===== src/rtl/key_pulse_debouncer.sv =====
// key_pulse_debouncer: turns a raw, bouncing, active-low push-button into a
// clean one-cycle enable pulse in the clk domain, with optional auto-repeat
// while the button is held. The pressed output is the debounced level.
module key_pulse_debouncer #(
  parameter int DEBOUNCE_CYCLES = 1000000,
  parameter int REPEAT_EN       = 0,
  parameter int REPEAT_DELAY    = 25000000,
  parameter int REPEAT_PERIOD   = 5000000,
  parameter int CNT_W           = 25
) (
  input  logic clk,
  input  logic sclr,
  input  logic key_n,
  output logic pulse,
  output logic pressed
);

  localparam logic [1:0] S_IDLE         = 2'd0;
  localparam logic [1:0] S_PRESS_WAIT   = 2'd1;
  localparam logic [1:0] S_PRESSED      = 2'd2;
  localparam logic [1:0] S_RELEASE_WAIT = 2'd3;

  // Terminal counts: a counter equal to these has seen N cycles.
  localparam logic [CNT_W-1:0] DB_LAST    = CNT_W'(DEBOUNCE_CYCLES - 1);
  localparam logic [CNT_W-1:0] DELAY_LAST = CNT_W'(REPEAT_DELAY - 1);
  localparam logic [CNT_W-1:0] PERIOD_LAST = CNT_W'(REPEAT_PERIOD - 1);

  logic             r_sync1;
  logic             r_sync2;
  logic [1:0]       r_state;
  logic [CNT_W-1:0] r_dcnt;
  logic [CNT_W-1:0] r_rcnt;
  logic             r_rphase;
  logic             r_pulse;
  logic             r_pressed;

  logic             w_key_s;
  logic [1:0]       w_state_nxt;
  logic [CNT_W-1:0] w_dcnt_nxt;
  logic [CNT_W-1:0] w_rcnt_nxt;
  logic             w_rphase_nxt;
  logic             w_pulse_nxt;
  logic             w_pressed_nxt;
  logic [CNT_W-1:0] w_rep_last;

  // Synchronized, active-high view of the button (1 = pressed).
  assign w_key_s = r_sync2;

  // First repeat waits the long delay, later ones use the shorter period.
  assign w_rep_last = r_rphase ? PERIOD_LAST : DELAY_LAST;

  // Next-state and counter logic for the debounce / auto-repeat FSM.
  always_comb begin
    // NOTE: every signal driven here gets a default first so no latch is inferred.
    w_state_nxt  = r_state;
    w_dcnt_nxt   = r_dcnt;
    w_rcnt_nxt   = r_rcnt;
    w_rphase_nxt = r_rphase;
    w_pulse_nxt  = 1'b0;

    case (r_state)
      S_IDLE: begin
        if (w_key_s) begin
          w_state_nxt = S_PRESS_WAIT;
          w_dcnt_nxt  = '0;
        end
      end

      S_PRESS_WAIT: begin
        if (!w_key_s) begin
          w_state_nxt = S_IDLE;
        end else if (r_dcnt == DB_LAST) begin
          w_state_nxt  = S_PRESSED;
          w_pulse_nxt  = 1'b1;
          w_rcnt_nxt   = '0;
          w_rphase_nxt = 1'b0;
        end else begin
          w_dcnt_nxt = r_dcnt + 1'b1;
        end
      end

      S_PRESSED: begin
        if (!w_key_s) begin
          w_state_nxt = S_RELEASE_WAIT;
          w_dcnt_nxt  = '0;
        end else if (REPEAT_EN != 0) begin
          if (r_rcnt == w_rep_last) begin
            w_pulse_nxt  = 1'b1;
            w_rcnt_nxt   = '0;
            w_rphase_nxt = 1'b1;
          end else begin
            w_rcnt_nxt = r_rcnt + 1'b1;
          end
        end
      end

      S_RELEASE_WAIT: begin
        // A bounce back to pressed restarts the repeat delay without a pulse.
        if (w_key_s) begin
          w_state_nxt  = S_PRESSED;
          w_rcnt_nxt   = '0;
          w_rphase_nxt = 1'b0;
        end else if (r_dcnt == DB_LAST) begin
          w_state_nxt = S_IDLE;
        end else begin
          w_dcnt_nxt = r_dcnt + 1'b1;
        end
      end

      default: begin
        w_state_nxt = S_IDLE;
      end
    endcase
  end

  // pressed tracks the next state so it changes on the same edge as the state.
  assign w_pressed_nxt = (w_state_nxt == S_PRESSED) || (w_state_nxt == S_RELEASE_WAIT);

  // Synchronizer, FSM and output registers; sclr overrides everything.
  always_ff @(posedge clk) begin
    // NOTE: non-blocking assignments so every register samples pre-edge values.
    if (sclr) begin
      r_sync1   <= 1'b0;
      r_sync2   <= 1'b0;
      r_state   <= S_IDLE;
      r_dcnt    <= '0;
      r_rcnt    <= '0;
      r_rphase  <= 1'b0;
      r_pulse   <= 1'b0;
      r_pressed <= 1'b0;
    end else begin
      r_sync1   <= ~key_n;
      r_sync2   <= r_sync1;
      r_state   <= w_state_nxt;
      r_dcnt    <= w_dcnt_nxt;
      r_rcnt    <= w_rcnt_nxt;
      r_rphase  <= w_rphase_nxt;
      r_pulse   <= w_pulse_nxt;
      r_pressed <= w_pressed_nxt;
    end
  end

  assign pulse   = r_pulse;
  assign pressed = r_pressed;

endmodule


===== config.mk =====
export PLATFORM = sky130hd
export DESIGN_NAME = key_pulse_debouncer
export DESIGN_NICKNAME = d
export VERILOG_FILES = /design/src/rtl/key_pulse_debouncer.sv
export SDC_FILE = /design/constraint.sdc
export NUM_CORES = 1
export LEC_CHECK = 0
export ABC_AREA = 1
export CAP_MARGIN = 10
export CORE_MARGIN = 2
export CORE_UTILIZATION = 55
export DETAILED_ROUTE_END_ITERATION = 10
export GPL_ROUTABILITY_DRIVEN = 0
export PLACE_DENSITY = 0.77
export SETUP_SLACK_MARGIN = 0.02
export SLEW_MARGIN = 15
export SYNTH_ARGS = -nofsm -noshare
export SYNTH_HDL_FRONTEND = slang
export SYNTH_SLANG_ARGS = --single-unit

===== constraint.sdc =====
create_clock -name clk -period 5.01 [get_ports clk]
set_clock_uncertainty 0.15 [all_clocks]
set_input_delay 0.7515 -clock clk [delete_from_list [all_inputs] [get_ports clk]]
set_output_delay 0.7515 -clock clk [all_outputs]
set_load 0.02 [all_outputs]

==> results.sh <==
export IMPL_ys_seq_area_share_pct=33.9
export IMPL_detail_route_antenna_nets=0
export IMPL_post_cts_buffers=0
export IMPL_synth_compound_area_share_pct=5.40
export IMPL_clock_latency_ps=350
export IMPL_cp_slowest_cell="clkdlybuf4s50_1"
export IMPL_synth_nets=298
export IMPL_yosysWarningCount=0
export IMPL_slowest_delay_ps=600
export IMPL_worst_pin_slew_ps=632
export IMPL_synth_top_family_by_area="simple AND/OR/NAND/NOR gates"
export IMPL_grt_pass1_wl_mm=6.00
export IMPL_clockBufferDepth=2
export IMPL_hp_start="r_sync1$_SDFF_PP0_"
export IMPL_clockPowerShare_pct=35.3
export IMPL_synth_distinct_cells=23
export IMPL_io_buffers=4
export IMPL_die_width_um=61.7
export IMPL_final_common_cell="nand2_1"
export IMPL_wl_met2_mm=1.59
export IMPL_status="finished clean"
export IMPL_slew_limit_headroom_pct=57.8
export IMPL_synthAdderAreaFrac_pct=0.684
export IMPL_first_pass_iters=4
export IMPL_initial_core_util_pct=59.0
export IMPL_clk_pin_slew_ps=90
export IMPL_power_switching_mw=0.103
export IMPL_via_count=1700
export IMPL_hold_end="r_sync2$_SDFF_PP0_"
export IMPL_p_int_mw=0.307
export IMPL_wl_met3_um=216
export IMPL_final_cells=342
export IMPL_numCtsBuffers=5
export IMPL_dieArea_mm2=0.00381
export IMPL_viasPerCell=4.97
export IMPL_period_share_pct=43.2
export IMPL_pwr_share_seq_pct=60.8
export IMPL_ys_seq_elements=31
export IMPL_irDropWorstVdd_mv=0.149
export IMPL_synth_ff_type="dfxtp_1"
export IMPL_path_cells="clkdlybuf4s50_1"
export IMPL_core_area_mm2=0.00310
export IMPL_wl_per_cell_um=10.7
export IMPL_seqCellArea_um2=621
export IMPL_fmax_ghz=0.462
export IMPL_die_y_um=61.7
export IMPL_track_usage_pct=21.7
export IMPL_avgSynthCellArea_um2=6.23
export IMPL_final_setup_viol_count=0
export IMPL_path_buf_inv=1
export IMPL_row_count=20
export IMPL_grt_pass1_vias=1439
export IMPL_rr_worst_depth=10
export IMPL_cts_max_level=2
export IMPL_final_cell_mix="nand2_1 (83), nor2_1 (72), inv_1 (39)"
export IMPL_cpLargestDelayFamily="buffers and inverters"
export IMPL_end_kind="output port"
export IMPL_required_ps=4110
export IMPL_start_kind="flip-flop"
export IMPL_syn_area_mm2=0.00183
export IMPL_drc_errors=0
export IMPL_root_buffer="clkbuf_4"
export IMPL_dp_cells=334
export IMPL_path_max_fanout=1
export IMPL_reg2reg_slack_ps=3000
export IMPL_antennaDiodeCount=0
export IMPL_cp_arrival_ps=1270
export IMPL_drive_above_1_share_pct=6.71
export IMPL_yosys_area_share_simple_pct=45.7
export IMPL_synth_xor_area_share_pct=2.80
export IMPL_cts_tree="built"
export IMPL_synthToLayoutAreaGrowth_pct=4.44
export IMPL_async_flop_share_pct=0
export IMPL_power_density_mw_per_mm2=214
export IMPL_r2r_end="r_dcnt[24]$_SDFFE_PP0P_"
export IMPL_wl_mm=3.66
export IMPL_final_cell_area_mm2=0.00191
export IMPL_power_leakage_nw=0.760
export IMPL_min_period_ps=2170
export IMPL_drv_cap=0
export IMPL_postCtsResizedCells=0
export IMPL_multi_input_area_um2=1000
export IMPL_fin_tns_setup_ps=0
export IMPL_grt_setup_unrepaired="false"
export IMPL_power_frac_comb_pct=3.9
export IMPL_synthCells=294
export IMPL_gr_total_overflow=0
export IMPL_synth_edf_count=0
export IMPL_muxShareOfSynthArea_pct=0
export IMPL_p_sw_share_pct=25.1
export IMPL_drt_met1_wl_mm=1.81
export IMPL_dp_hpwl_mm=2.60
export IMPL_routed_top_layer="met4"
export IMPL_cts_sinks=31
export IMPL_hold_viol_final=0
export IMPL_maxSlewViolCount=0
export IMPL_drtIter0Drc=124
export IMPL_hold_class="reg2reg"
export IMPL_grt_max_degree=26
export IMPL_r2r_start="r_dcnt[0]$_SDFFE_PP0P_"
export IMPL_report_power_total_mw=0.409
export IMPL_cts_hold_buf=0
export IMPL_whs_path_depth=2
export IMPL_placed_area_mm2=0.00186
export IMPL_ios=5
export IMPL_nFillCells=324
export IMPL_worst_setup_path_type="reg2out"
export IMPL_nNetsFinal=301
export IMPL_antenna_found_initial=0
power by group through the flow:
stage	clock (mW)	combinational (mW)	sequential, mW
2_1_floorplan	0	0.0137	0.254
3_3_place_gp	0	0.0162	0.254
3_5_place_dp	0	0.0163	0.255
4_1_cts	0.146	0.0164	0.249
5_1_grt	0.157	0.0182	0.249
6_report	0.145	0.0162	0.249
worst max-delay path by stage:
stage / startpoint / endpoint / slack (ps) / cells past startpoint
2_1_floorplan: r_dcnt[0]$_SDFFE_PP0P_ / r_dcnt[16]$_SDFFE_PP0P_ / 3330 / 11
3_3_place_gp: sclr / r_dcnt[4]$_SDFFE_PP0P_ / 2690 / 4
3_5_place_dp: sclr / r_dcnt[4]$_SDFFE_PP0P_ / 2670 / 4
4_1_cts: pulse$_SDFF_PP0_ / pulse / 2830 / 1
5_1_grt: r_dcnt[0]$_SDFFE_PP0P_ / r_dcnt[23]$_SDFFE_PP0P_ / 2770 / 10
6_report: pulse$_SDFF_PP0_ / pulse / 2840 / 1
registers in the layout (all words and copies together) (netlist names):
name and flops:
r_state 2, r_sync2 1, r_sync1 1, r_dcnt 25, pulse 1, pressed 1
routing by layer:
| layer | vias up | track usage, % |
|---|---|---|
| met2 | 44 | 33.5 |
| li1 | 903 | - |
| met5 | - | 0 |
| met1 | 747 | 29.4 |
| met3 | 6 | 6.42 |
| met4 | 0 | 6.38 |
area by class of cell:
cell class	instances	share of cell area (%)
multi-input cells	216	52.3
flip-flops and latches	31	32.5
inverters	39	7.66
well taps	44	2.88
clock buffers	7	2.36
repair buffers	4	2.09
clock inverters	1	0.262
cells in the mapped netlist (2+ instances only):
master | count | area, µm²
nand4_1 | 8 | 50.1
buf_6 | 4 | 45.0
a21oi_1 | 9 | 45.0
buf_2 | 3 | 15.0
inv_1 | 39 | 146
o21ai_0 | 3 | 15.0
nand2_2 | 5 | 31.3
nor2_4 | 3 | 33.8
nand3_2 | 3 | 30.0
nor3_1 | 2 | 10.0
nand2_1 | 83 | 312
xor2_1 | 4 | 35.0
dfxtp_1 | 31 | 621
nor2_1 | 72 | 270
o21bai_1 | 3 | 22.5
nand3b_1 | 3 | 22.5
nand3_1 | 13 | 65.1
kinds of logic (layout without fill, tap and decap cells):
family / Yosys count / after routing
buffers and inverters: 47 / 51
AOI/OAI and AO/OA: 16 / 16
DFF: 31 / 31
xor gates and xnor gates: 5 / 5
adders and majority gates: 1 / 1
and+or+nand+nor: 194 / 194
metrics by stage:
stage | hold WS, ps | utilization [%] | setup WS (ps)
global route | 294 | 61.6 | 2770
floorplan | 238 | - | 3330
global placement | 248 | 60.0 | 2690
CTS | 270 | 61.6 | 2830
finish | 263 | 61.6 | 2840
detailed placement | 252 | 60.0 | 2670
No activity file was read; power rests on OpenSTA's default activity.
